==> src/rtl/fetch_queue.sv <==
`default_nettype none
// ============================================================================
// Module   : fetch_queue
// Purpose  : Instruction prefetch queue. Issues sequential fetch requests to
//            instruction memory under credit control, buffers the in-order
//            responses with their PC+4, and presents them to decode through a
//            valid/ready handshake. A redirect flushes the buffer and marks
//            every in-flight request as stale so its response is dropped.
// Ports    : clk_i, rst_n_i (async active-low)       - clock / reset
//            start_i                                 - fetch enable
//            imem_req_o/imem_addr_o/imem_rdy_i       - request handshake
//            imem_rvalid_i/imem_rdata_i              - in-order responses
//            id_valid_o/id_instr_o/id_pc4_o/id_ready_i - decode handshake
//            redirect_i/redirect_pc_i                - branch/jump redirect
//            perf_fetched_o/perf_discarded_o/perf_stall_o
//                                  - only when FETCH_QUEUE_PERF_EN is defined
// Options  : FETCH_QUEUE_PERF_EN - adds saturating performance counters.
// Revision : 1.0 - initial release
// ============================================================================
module fetch_queue #(
  parameter int              XLEN     = 32,
  parameter int              DEPTH    = 4,
  parameter logic [XLEN-1:0] RESET_PC = '0
) (
  input  logic            clk_i,
  input  logic            rst_n_i,
  input  logic            start_i,
  output logic            imem_req_o,
  output logic [XLEN-1:0] imem_addr_o,
  input  logic            imem_rdy_i,
  input  logic            imem_rvalid_i,
  input  logic [31:0]     imem_rdata_i,
  output logic            id_valid_o,
  output logic [31:0]     id_instr_o,
  output logic [XLEN-1:0] id_pc4_o,
  input  logic            id_ready_i,
  input  logic            redirect_i,
  input  logic [XLEN-1:0] redirect_pc_i
`ifdef FETCH_QUEUE_PERF_EN
  ,
  output logic [31:0]     perf_fetched_o,
  output logic [31:0]     perf_discarded_o,
  output logic [31:0]     perf_stall_o
`endif
);

  localparam int c_ptr_w  = (DEPTH > 1) ? $clog2(DEPTH) : 1;
  localparam int c_cnt_w  = c_ptr_w + 1;
  // Stale responses can pile up across several redirects while memory is
  // slow, so the discard counter gets headroom beyond one buffer's worth.
  localparam int c_disc_w = c_cnt_w + 4;
  localparam logic [c_cnt_w:0] c_depth = (c_cnt_w + 1)'(DEPTH);

  typedef enum logic [0:0] {
    IDLE = 1'b0,
    RUN  = 1'b1
  } state_t;

  state_t               r_state;
  state_t               w_state_nxt;
  logic                 w_req;

  logic [XLEN-1:0]      r_pc;
  logic [31:0]          r_buf_instr [DEPTH];
  logic [XLEN-1:0]      r_buf_pc4   [DEPTH];
  logic [c_ptr_w-1:0]   r_head;
  logic [c_ptr_w-1:0]   r_tail;
  logic [c_cnt_w-1:0]   r_count;
  // r_outstanding counts live requests only; requests made stale by a
  // redirect are moved into r_discard, so the two never overlap.
  logic [c_cnt_w-1:0]   r_outstanding;
  logic [c_disc_w-1:0]  r_discard;

  logic                 w_credit_ok;
  logic                 w_accept;
  logic                 w_resp_live;
  logic                 w_resp_drop;
  logic                 w_resp_take;
  logic                 w_push;
  logic                 w_pop;
  logic                 w_nonempty;
  logic [XLEN-1:0]      w_out_bytes;
  logic [XLEN-1:0]      w_resp_pc4;
  logic                 w_unused_pc_lsbs;

  assign w_unused_pc_lsbs = ^redirect_pc_i[1:0];

  // --------------------------------------------------------------------------
  // Credit and handshake decode
  // --------------------------------------------------------------------------
  assign w_credit_ok = ({1'b0, r_count} + {1'b0, r_outstanding}) < c_depth;
  assign w_accept    = w_req && imem_rdy_i;
  assign w_nonempty  = (r_count != '0);

  // Responses are in order and stale ones always precede live ones, so a
  // non-zero discard count means the arriving word is stale.
  assign w_resp_drop = imem_rvalid_i && (r_discard != '0);
  assign w_resp_live = imem_rvalid_i && (r_discard == '0) && (r_outstanding != '0);
  assign w_resp_take = w_resp_drop || w_resp_live;

  assign w_push = w_resp_live && !redirect_i;
  assign w_pop  = w_nonempty && id_ready_i && !redirect_i;

  // Live requests are consecutive words ending just below r_pc, so the
  // oldest one (the one answering now) sits at r_pc - 4*outstanding.
  assign w_out_bytes = XLEN'(r_outstanding) << 2;
  assign w_resp_pc4  = r_pc - w_out_bytes + XLEN'(4);

  // --------------------------------------------------------------------------
  // Control FSM
  // --------------------------------------------------------------------------
  always_ff @(posedge clk_i or negedge rst_n_i) begin
    if (!rst_n_i) begin
      r_state <= IDLE;
    end else begin
      r_state <= w_state_nxt;
    end
  end

  always_comb begin
    w_state_nxt = r_state;
    w_req       = 1'b0;
    case (r_state)
      IDLE: begin
        if (start_i) begin
          w_state_nxt = RUN;
        end
      end
      RUN: begin
        w_req = !redirect_i && w_credit_ok;
        if (!start_i) begin
          w_state_nxt = IDLE;
        end
      end
      default: begin
        w_state_nxt = IDLE;
      end
    endcase
  end

  // --------------------------------------------------------------------------
  // PC, credit counters and buffer pointers
  // --------------------------------------------------------------------------
  always_ff @(posedge clk_i or negedge rst_n_i) begin
    if (!rst_n_i) begin
      r_pc          <= RESET_PC;
      r_outstanding <= '0;
      r_discard     <= '0;
      r_count       <= '0;
      r_head        <= '0;
      r_tail        <= '0;
    end else if (redirect_i) begin
      r_pc          <= {redirect_pc_i[XLEN-1:2], 2'b00};
      r_outstanding <= '0;
      // Everything still in flight after this cycle's response becomes stale.
      r_discard     <= r_discard + c_disc_w'(r_outstanding) - c_disc_w'(w_resp_take);
      r_count       <= '0;
      r_head        <= '0;
      r_tail        <= '0;
    end else begin
      if (w_accept) begin
        r_pc <= r_pc + XLEN'(4);
      end
      r_outstanding <= r_outstanding + c_cnt_w'(w_accept) - c_cnt_w'(w_resp_live);
      r_discard     <= r_discard - c_disc_w'(w_resp_drop);
      r_count       <= r_count + c_cnt_w'(w_push) - c_cnt_w'(w_pop);
      if (w_push) begin
        r_tail <= r_tail + 1'b1;
      end
      if (w_pop) begin
        r_head <= r_head + 1'b1;
      end
    end
  end

  // Buffer storage needs no reset: an entry is only visible once counted.
  always_ff @(posedge clk_i) begin
    if (w_push) begin
      r_buf_instr[r_tail] <= imem_rdata_i;
      r_buf_pc4[r_tail]   <= w_resp_pc4;
    end
  end

  // --------------------------------------------------------------------------
  // Outputs
  // --------------------------------------------------------------------------
  assign imem_req_o  = w_req;
  assign imem_addr_o = r_pc;
  assign id_valid_o  = w_nonempty;
  // Gate the head entry so uninitialised storage never shows while empty.
  assign id_instr_o  = w_nonempty ? r_buf_instr[r_head] : '0;
  assign id_pc4_o    = w_nonempty ? r_buf_pc4[r_head]   : '0;

`ifdef FETCH_QUEUE_PERF_EN
  // --------------------------------------------------------------------------
  // Saturating performance counters
  // --------------------------------------------------------------------------
  logic [31:0] r_perf_fetched;
  logic [31:0] r_perf_discarded;
  logic [31:0] r_perf_stall;
  logic        w_dropped;
  logic        w_stall;

  // A live word arriving with a redirect is dropped as well.
  assign w_dropped = w_resp_take && !w_push;
  assign w_stall   = (r_state == RUN) && !w_req;

  always_ff @(posedge clk_i or negedge rst_n_i) begin
    if (!rst_n_i) begin
      r_perf_fetched   <= '0;
      r_perf_discarded <= '0;
      r_perf_stall     <= '0;
    end else begin
      if (w_push && (r_perf_fetched != '1)) begin
        r_perf_fetched <= r_perf_fetched + 32'd1;
      end
      if (w_dropped && (r_perf_discarded != '1)) begin
        r_perf_discarded <= r_perf_discarded + 32'd1;
      end
      if (w_stall && (r_perf_stall != '1)) begin
        r_perf_stall <= r_perf_stall + 32'd1;
      end
    end
  end

  assign perf_fetched_o   = r_perf_fetched;
  assign perf_discarded_o = r_perf_discarded;
  assign perf_stall_o     = r_perf_stall;
`else
  // Counters absent in this build.
`endif

endmodule
`default_nettype wire
==> config.mk <==
export PLATFORM = sky130hd
export DESIGN_NAME = fetch_queue
export DESIGN_NICKNAME = d
export VERILOG_FILES = /design/src/rtl/fetch_queue.sv
export SDC_FILE = /design/constraint.sdc
export NUM_CORES = 1
export LEC_CHECK = 0
export BUFFER_PORTS_ARGS = -buffer_cell sky130_fd_sc_hd__buf_2
export CAP_MARGIN = 5
export CORE_MARGIN = 4
export CORE_UTILIZATION = 50
export DETAILED_ROUTE_END_ITERATION = 8
export HOLD_SLACK_MARGIN = 0.05
export MAX_ROUTING_LAYER = met4
export PLACE_DENSITY_LB_ADDON = 0.2
export SYNTH_ARGS = -nofsm -noshare
export SYNTH_HDL_FRONTEND = slang
export SYNTH_SLANG_ARGS = --single-unit
==> constraint.sdc <==
create_clock -name clk_i -period 4.56 [get_ports clk_i]
set_input_delay 0.228 -clock clk_i [delete_from_list [all_inputs] [get_ports clk_i]]
set_output_delay 0.228 -clock clk_i [all_outputs]
set_load 0.05 [all_outputs]
==> impl_metrics.tcl, run 1 <==
set metrics [dict create \
    status "finished clean" \
    reg2reg_slack_ps 1300 \
    p_seq_share_pct 35.6 \
    diodes 0 \
    wl_met2_um 14410 \
    fin_area_mm2 0.01748 \
    rows 62 \
    rsz0062_at_grt "false" \
    antenna_found_initial 0 \
    overflow 0 \
    critical_path_peak_fanout 27 \
    synth_area_mm2 0.01455 \
    worstMarginPinSlew_ps 983.5 \
    dr.pass1.iters 5 \
    gp_congestion 0.8580 \
    die_width_um 178.6 \
    drt-initial-drc-count 491 \
    clk_pin_slew_ps 60 \
    fin_crit_ps 3257 \
    wl_met3_um 1608 \
    die_area_mm2 0.03189 \
    end_kind "flip-flop" \
    cts_root_buffer "clkbuf_16" \
    avgViaCountPerCell 5.454 \
    synth-compound-area-share_pct 7.955 \
    holdPathStages 4 \
    hold_viol 0 \
    synth_seq_area_share_pct 59.44 \
    grt_first_pass_wirelength_um 48800 \
    fmax_mhz 307.0 \
    place_hpwl_um 19790 \
    setup_ws_ps 1303 \
    nets 1405 \
    synth_area_per_cell_um2 14.28 \
    swShare_pct 37.03 \
    cts_resized 0 \
    drc_errors 0 \
    ctsHtreeMaxLevel 2 \
    rr_worst_depth 13 \
    vias 9031 \
    hp-class "input pin to flip-flop" \
    worst-endpoint-required_ps 4930 \
    p_switching_mw 3.505 \
    cts_buffers 34 \
    drt-wirelength-per-cell_um 18.65 \
    multi_input_area_mm2 0.005445 \
    synth_top_area_share_pct 51.19 \
    syn_inst 1019 \
    rr_endpoint "r_outstanding[2]$_DFF_PN0_" \
    synthTopCellsByArea "edfxtp_1, mux4_2, dfrtp_1" \
    power_frac_comb_pct 35.8 \
    synthArstFlopShare_pct 16.22 \
    min-delay-start "id_ready_i" \
    yosys_most_used_dff "edfxtp_1" \
    p_clk_share_pct 28.5 \
    synth_cell_type_count 70 \
    place_area_mm2 0.01572 \
    synth_top_family_by_area "multiplexers" \
    yosysTopAreaCell "edfxtp_1" \
    core-area_mm2 0.02870 \
    synthAdderAreaFrac_pct 7.602 \
    peakVddDrop_uv 345.0 \
    ys_ff_latch 296 \
    p_per_area_mw_per_mm2 541.3 \
    p_leak_nw 6.863 \
    synth_mux_area_share_pct 9.666 \
    r2r-start "r_outstanding[2]$_DFF_PN0_" \
    setup.worst_path.class "flip-flop to flip-flop" \
    wirelength_um 30880 \
    holdPathEnd "r_head[1]$_DFFE_PN0P_" \
    portBuffers 162 \
    finalCritPeriodShare_pct 71.42 \
    p_int_mw 5.959 \
    highest_layer "met4" \
    ios 169 \
    synth_xor_area_share_pct 2.769 \
    worstPathArrival_ps 3630 \
    setup-tns-final_ps 0 \
    max-clock-path-buffers 3 \
    cp-start-kind "flip-flop" \
    ys_warn_count 0 \
    clkSinkCount 296 \
    drv_cap 0 \
    grt_max_degree 70 \
    cts_tree "done" \
    dp_slack_ps 1323 \
    syn2layout_area_growth_pct 20.18 \
    synth_edf_count 248 \
    clk_latency_ps 510 \
    drv_slew 0 \
    start_util_pct 50.69 \
    drive_gt1_share_pct 24.76 \
    wl_met1_um 14360 \
    synth-simple-area-share_pct 9.288 \
    grt_pass1_vias 9155 \
    die_y_um 178.6 \
    regArea_mm2 0.008653 \
    postRouteAntennaNets 0 \
    setup_violations 0 \
    n_fill_cell 2218 \
    crit_start "r_outstanding[2]$_DFF_PN0_" \
    worst_clock_skew_ps 14.93 \
    grt_util_all_layers_pct 19.98 \
    slew_headroom_pct 34.43 \
]
[layout by cell type (no fill, tap or decap), drive strengths merged, types with 5 or more instances in the layout]
| cell type | n |
|---|---|
| o21bai | 8 |
| ha | 82 |
| nor4 | 6 |
| and2 | 72 |
| and4 | 5 |
| o211ai | 9 |
| a31oi | 5 |
| a221o | 12 |
| nand2 | 55 |
| nand3 | 18 |
| buf | 174 |
| nand4 | 11 |
| edfxtp | 248 |
| inv | 63 |
| clkinv | 13 |
| nor2 | 33 |
| clkbuf | 39 |
| nor3 | 9 |
| and3 | 16 |
| nand3b | 5 |
| a21oi | 41 |
| dlygate4sd3 | 64 |
| o21a | 8 |
| xor2 | 15 |
| dfrtp | 48 |
| o21ai | 48 |
| mux4 | 62 |
| xnor2 | 31 |
| a21o | 15 |
[registers in the layout, summed over array words and instances, names as in the netlist]
name           cells
r_discard          7
r_buf_pc4        120
imem_addr_o       30
r_head             2
r_count            3
r_buf_instr      128
r_state            1
r_outstanding      3
r_tail             2
[through the flow]
step           power, mW  hold slack [ps]  std cells  util, %
6_report           9.464            130.5       1656    60.92
5_1_grt            9.992            161.1       1656    60.92
4_1_cts            9.573            111.2       1656    60.92
3_5_place_dp       6.803            360.4       1532    54.75
3_3_place_gp       6.757            363.6       1532    54.75
2_1_floorplan      6.010           -67.59       1022        -
[kinds of logic (layout without fill, tap and decap cells)]
group / count (synthesis) / after routing
other cells: 1 / 4
compound gates: 173 / 173
xor+xnor: 46 / 46
simple gates: 244 / 244
mux: 63 / 63
fa+ha+maj: 86 / 86
buf+inv: 110 / 360
flops: 296 / 296
[worst max-delay path, stage by stage, from the launching register on]
cell,delay [ps]
dfrtp_1,440
ha_1,290
nor4_1,240
and3_1,260
and2_4,340
inv_4,190
ha_1,310
inv_1,50
ha_1,140
inv_1,50
fa_1,380
xnor2_1,200
xnor2_1,160
nor2_1,50
[synthesized netlist by cell type, types with 15 or more instances]
master      n
buf_2      15
dfrtp_1    48
nand3_1    17
nand2_1    54
xnor2_1    31
a21o_1     15
nor2_1     33
clkbuf_1   22
xor2_1     15
inv_1      61
and2_1     70
ha_1       82
mux4_2     62
a21oi_1    39
o21ai_0    43
edfxtp_1  248
[power groups by stage]
stage | registers [mW] | logic, mW | clock network, mW
final | 3.37 | 3.39 | 2.70
after global placement | 3.43 | 3.33 | 0
after floorplan | 3.44 | 2.57 | 0
after global routing | 3.40 | 3.70 | 2.90
after CTS | 3.38 | 3.43 | 2.77
after detailed placement | 3.43 | 3.37 | 0
[worst max path at each step]
stage                                       to  slack, ps  cells after the start
floorplan           r_outstanding[2]$_DFF_PN0_       1390                     14
global placement    r_outstanding[2]$_DFF_PN0_       1370                     13
detailed placement  r_outstanding[2]$_DFF_PN0_       1320                     13
CTS                 r_outstanding[2]$_DFF_PN0_       1300                     13
global route        r_buf_pc4[3][27]$_DFFE_PP_       1010                     10
finish              r_outstanding[2]$_DFF_PN0_       1300                     13
[per-layer routing]
layer  vias to the layer above  GRT usage, %
met5                         -             -
met4                         0         4.317
met3                        37         3.158
met2                       258         31.32
met1                      4434         28.10
li1                       4302             -
[final cells by class]
class | instances | share of cell area [%]
sequential | 296 | 49.49
multi-input combinational | 616 | 31.14
timing repair buffer | 238 | 8.816
clock buffer | 39 | 5.095
tap | 384 | 2.748
clock inverter | 21 | 1.360
inverter | 62 | 1.345
[what timing repair did]
| item | CTS | global route |
|---|---|---|
| endpoints found under the hold margin | 207 | 0 |
| hold buffers | 64 | 0 |
| setup buffers | 0 | 0 |
(Power assumes the default switching activity.)
==> inputs of run 2 (changes only) <==
ABC_AREA = 1   (was default)
clock period = 3.05 ns   (was 4.56 ns; I/O delays follow)
==> run 2 against run 1 <==
Cell count increased by 41%. Largest power group unchanged. Total power up 55%. Sequential power grew 48%. Register-to-register slack worse by 1000 ps. Critical path type unchanged.
==> impl_metrics.tcl, run 2 <==
set metrics [dict create \
    status "finished clean" \
    slew_headroom_pct 37.53 \
    hp-class "input pin to flip-flop" \
    worst-endpoint-required_ps 3520 \
    yosys_most_used_dff "edfxtp_1" \
    synth_edf_count 248 \
    p_leak_nw 8.067 \
    synth_xor_area_share_pct 1.866 \
    setup_ws_ps 286.2 \
    diodes 0 \
    synthArstFlopShare_pct 16.22 \
    drt-initial-drc-count 696 \
    dp_slack_ps 306.9 \
    ctsHtreeMaxLevel 1 \
    setup.worst_path.class "flip-flop to flip-flop" \
    synth_top_family_by_area "simple AND/OR/NAND/NOR gates" \
    whs_ps 86.87 \
    clkSinkCount 296 \
    cp-start-kind "flip-flop" \
    dr.pass1.iters 5 \
    gp_congestion 0.9237 \
    worst_clock_skew_ps 16.62 \
    rsz0062_at_grt "false" \
    die_width_um 184.0 \
    setup-tns-final_ps 0 \
    yosysTopAreaCell "edfxtp_1" \
    place_hpwl_um 24260 \
    avgViaCountPerCell 5.177 \
    nets 2066 \
    end_kind "flip-flop" \
    grt_pass1_vias 11760 \
    place_area_mm2 0.01682 \
    worstMarginPinSlew_ps 937.1 \
    p_per_area_mw_per_mm2 793.6 \
    final_cell_mix "nor2_1, nand2_1, edfxtp_1, inv_1, buf_2" \
    worstPathArrival_ps 3240 \
    portBuffers 162 \
    fmax_mhz 361.8 \
    cts_buffers 31 \
    setup_violations 0 \
    ys_top_cells_by_count "nor2_1, nand2_1, edfxtp_1, inv_1, o21ai_0" \
    antenna_found_initial 0 \
    drive_gt1_share_pct 12.94 \
    peakVddDrop_uv 441.3 \
    finalCritPeriodShare_pct 90.62 \
    max-clock-path-buffers 3 \
    synth_cell_type_count 42 \
    cts_root_buffer "clkbuf_16" \
    synth_mux_area_share_pct 0 \
    drv_cap 0 \
    fin_crit_ps 2764 \
    layout_commonest_cell "nor2_1" \
    syn_inst 1682 \
    ys_warn_count 0 \
    drt-wirelength-per-cell_um 15.83 \
    min-delay-start "imem_rdy_i" \
    synth-simple-area-share_pct 19.65 \
    overflow 0 \
    synth-compound-area-share_pct 9.207 \
    grt_max_degree 86 \
    drv_slew 0 \
    synth_top_area_share_pct 48.07 \
    synthTopCellsByArea "edfxtp_1, nor2_1, nand2_1" \
    largest_reg_flops 128 \
    clk_pin_slew_ps 60 \
    syn2layout_area_growth_pct 19.40 \
    rows 64 \
    r2r-start "r_discard[4]$_DFF_PN0_" \
    synthAdderAreaFrac_pct 7.139 \
    grt_first_pass_wirelength_um 59510 \
    clk_latency_ps 550 \
    synth_area_mm2 0.01549 \
    ios 169 \
    drc_errors 0 \
    wirelength_um 36840 \
    die_y_um 184.0 \
    synth_area_per_cell_um2 9.211 \
    ys_ff_latch 296 \
    crit_start "r_discard[4]$_DFF_PN0_" \
    die_area_mm2 0.03387 \
    postRouteAntennaNets 0 \
    synth_most_common_cell "nor2_1" \
    critical_path_peak_fanout 4 \
    grt_util_all_layers_pct 22.18 \
    fin_area_mm2 0.01850 \
    synth_seq_area_share_pct 55.82 \
    vias 12050 \
    start_util_pct 50.65 \
    hold_viol 0 \
    cts_tree "done" \
    regMostFlops "r_buf_instr" \
    core-area_mm2 0.03059 \
]
-- run 2: cell types whose count changed in the layout (fill, tap and decap cells not counted), sizes merged, moves of 62 or more --
cell	delta
mux4	-62
inv	+119
o21ai	+103
nor2	+299
nand2	+269
and2	-71
-- run 2: repair_timing --
action / in CTS / in global routing
setup endpoints to repair: 0 / 0
buffers inserted: 0 / 0
hold buffers: 69 / 0
hold endpoints to repair: 210 / 0
gates resized for setup: 0 / 0
-- run 2: where the power goes --
part | switching, mW | internal [mW]
combinational | 4.48 | 1.54
clock | 1.49 | 2.18
sequential | 0.187 | 4.81
total | 6.15 | 8.53
-- run 2: final cells by class --
cell class	instances	area, µm²
inverters	183	688.2
clock buffers	35	790.8
multi-input cells	1145	5911
well taps	396	495.5
flip-flops and latches	296	8653
fillers	2594	12090
clock inverters	21	200.2
repair buffers	252	1759
-- run 2: kinds of logic after synthesis --
logic type / after synthesis
flops: 296
compound gates: 271
simple gates: 751
other cells: 1
fa+ha+maj: 86
buf+inv: 244
xor+xnor: 33
-- run 2: metal layers --
metal	GRT usage [%]	share of wire, %
met1	30.13	46
met2	36.47	47
met3	2.394	5.2
met4	4.880	1.7
met5	-	0
-- run 2: critical path, stage by stage (launching register included) --
cell	delay [ps]
dfrtp_1	410
inv_1	140
ha_1	180
nand2_1	60
nor3_1	120
nand3_1	130
nand2_1	110
nand2_1	60
ha_1	280
inv_1	40
ha_1	210
fa_1	420
nand2_1	100
a21oi_1	80
o21ai_0	150
nand2_1	70
o22ai_1	110
-- run 2: path summary, 6_finish.rpt --
check,end,slack (ps),cells past startpoint
setup / recovery,r_discard[4]$_DFF_PN0_,290,16
hold reg to reg,r_discard[2]$_DFF_PN0_,610,2
hold / removal,imem_addr_o[5]$_DFFE_PN0N_,90,3
max in group asynchronous,r_head[0]$_DFFE_PN0P_,1890,3
setup reg to reg,r_discard[4]$_DFF_PN0_,290,16
min in group asynchronous,r_discard[3]$_DFF_PN0_,190,3
-- run 2: through the flow --
stage	total power [mW]	std cells	util, %
after global placement	10.94	2203	54.97
after detailed placement	11.04	2203	54.97
after global routing	15.60	2328	60.47
final	14.68	2328	60.47
after floorplan	9.490	1685	-
after CTS	14.80	2328	60.47
==> inputs of run 3 (changes only) <==
CORE_UTILIZATION = 49   (was 50)
==> run 3 against run 2 <==
Cell count increased by 0.21%. Via count shrank 0.34%. Die area grew 1.9%. Count of clock-buffer cells in the layout rose by 3. Largest power group unchanged.
==> impl_metrics.tcl, run 3 (synthesized netlist as in run 2, its figures left out) <==
set metrics [dict create \
    rr_worst_depth 14 \
    clkSinkCount 296 \
    critical_path_peak_fanout 63 \
    crit_buf_inv 2 \
    grt_pass1_vias 11790 \
    ctsHtreeMaxLevel 1 \
    wirelength_um 36840 \
    status "finished clean" \
    overflow 0 \
    fmax_mhz 369.3 \
    rsz0062_at_grt "false" \
    setup-tns-final_ps 0 \
    cts_root_buffer "clkbuf_16" \
    cp_num_cells 5 \
    portBuffers 162 \
    clk_latency_ps 540 \
    end_kind "output port" \
    hold_viol 0 \
    drt-wirelength-per-cell_um 15.79 \
    hp-class "input pin to async pin" \
    clk_pin_slew_ps 60 \
    ios 169 \
    diodes 0 \
    grt_max_degree 126 \
    n_fill_cell 2641 \
    gp_congestion 0.9157 \
    cpPeakStageDelay_ps 640 \
    whs_ps 156.7 \
    avgViaCountPerCell 5.148 \
    setup.worst_path.class "flip-flop to output port" \
    fin_crit_ps 2708 \
    layout_commonest_cell "nor2_1" \
    cts_buffers 30 \
    path_cells "or2_2 > nor2_4 > buf_4 > a21oi_1 > buf_2" \
    rr_endpoint "r_count[2]$_DFF_PN0_" \
    regArea_mm2 0.008653 \
    rows 64 \
    r2r-start "r_discard[4]$_DFF_PN0_" \
    finalCritPeriodShare_pct 88.79 \
    multi_input_area_mm2 0.005916 \
    crit_family "buffers and inverters" \
    syn2layout_area_growth_pct 19.63 \
    slew_headroom_pct 46.13 \
    die_area_mm2 0.03453 \
    place_hpwl_um 25010 \
    drv_cap 0 \
    worst_clock_skew_ps 10.92 \
    cts_tree "done" \
    postRouteAntennaNets 0 \
    final_cell_mix "nor2_1, nand2_1, edfxtp_1, inv_1, buf_2" \
    worstMarginPinSlew_ps 808.1 \
    reg2reg_slack_ps 370 \
    worstPathArrival_ps 2560 \
    p_per_area_mw_per_mm2 780.1 \
    drive_gt1_share_pct 13.27 \
    place_inst 2211 \
    p_leak_nw 8.069 \
    cts_setup_buffers 0 \
    dr.pass1.iters 5 \
    max-clock-path-buffers 3 \
    crit_end "id_pc4_o[26]" \
    largest_reg_flops 128 \
    layout.cells.non_filler 2333 \
    drt-initial-drc-count 732 \
    core-area_mm2 0.03091 \
    peakVddDrop_uv 548.4 \
    finalPower_mw 14.46 \
    drv_slew 0 \
    start_util_pct 50.12 \
    setup_violations 0 \
    nets 2071 \
    grt_first_pass_wirelength_um 59860 \
    antenna_found_initial 0 \
    grt_util_all_layers_pct 22.10 \
    die_y_um 185.8 \
    vias 12010 \
    crit_start "r_count[1]$_DFF_PN0_" \
    die_width_um 185.8 \
    critPathSlowestCell "buf_4" \
    cp-start-kind "flip-flop" \
    regMostFlops "r_buf_instr" \
    drc_errors 0 \
    worst-endpoint-required_ps 2900 \
]
[run 3: area by class of cell]
type / instances / share of cell area, %
sequential: 296 / 46.69
multi-input combinational: 1145 / 31.92
timing repair buffer: 258 / 9.978
clock buffer: 38 / 4.328
inverter: 183 / 3.713
tap: 396 / 2.674
clock inverter: 17 / 0.6954
[run 3: repair_timing]
item                                   in CTS  in global routing
gates resized for setup                     0                  3
setup endpoints to repair                   0                  2
endpoints found under the hold margin     188                  0
hold buffers                               67                  0
[run 3: power breakdown]
part | switching (mW) | leakage, nW | internal (mW)
clock | 1.44 | 0.449 | 2.01
sequential | 0.184 | 2.82 | 4.81
combinational | 4.48 | 4.80 | 1.53
[run 3: worst min-delay path by stage]
| stage | depth (start not counted) | end | slack [ps] | from |
|---|---|---|---|---|
| after CTS | 4 | imem_addr_o[4]$_DFFE_PN0N_ | 130 | imem_rdy_i |
| after floorplan | 0 | imem_addr_o[10]$_DFFE_PN0N_ | -140 | rst_n_i |
| final | 2 | r_discard[4]$_DFF_PN0_ | 160 | rst_n_i |
| after detailed placement | 1 | r_discard[4]$_DFF_PN0_ | 220 | rst_n_i |
| after global routing | 4 | imem_addr_o[5]$_DFFE_PN0N_ | 160 | imem_rdy_i |
| after global placement | 1 | r_discard[3]$_DFF_PN0_ | 220 | rst_n_i |
[run 3: metrics by stage]
stage                     area (µm²)  worst slack, ps  util (%)
after floorplan                15510           -326.2         -
after global placement         16930            374.2     54.76
after detailed placement       16930            309.1     54.76
after CTS                      18530            244.1     59.94
after global routing           18530            7.470     59.96
final                          18530            342.0     59.96
[run 3: per-layer routing]
metal | share of wire (%) | up-vias | track usage (%)
li1 | - | 6024 | -
met1 | 45 | 5597 | 29.62
met2 | 48 | 343 | 37.01
met3 | 5.4 | 47 | 2.404
met4 | 1.6 | 0 | 4.459
met5 | 0 | - | -
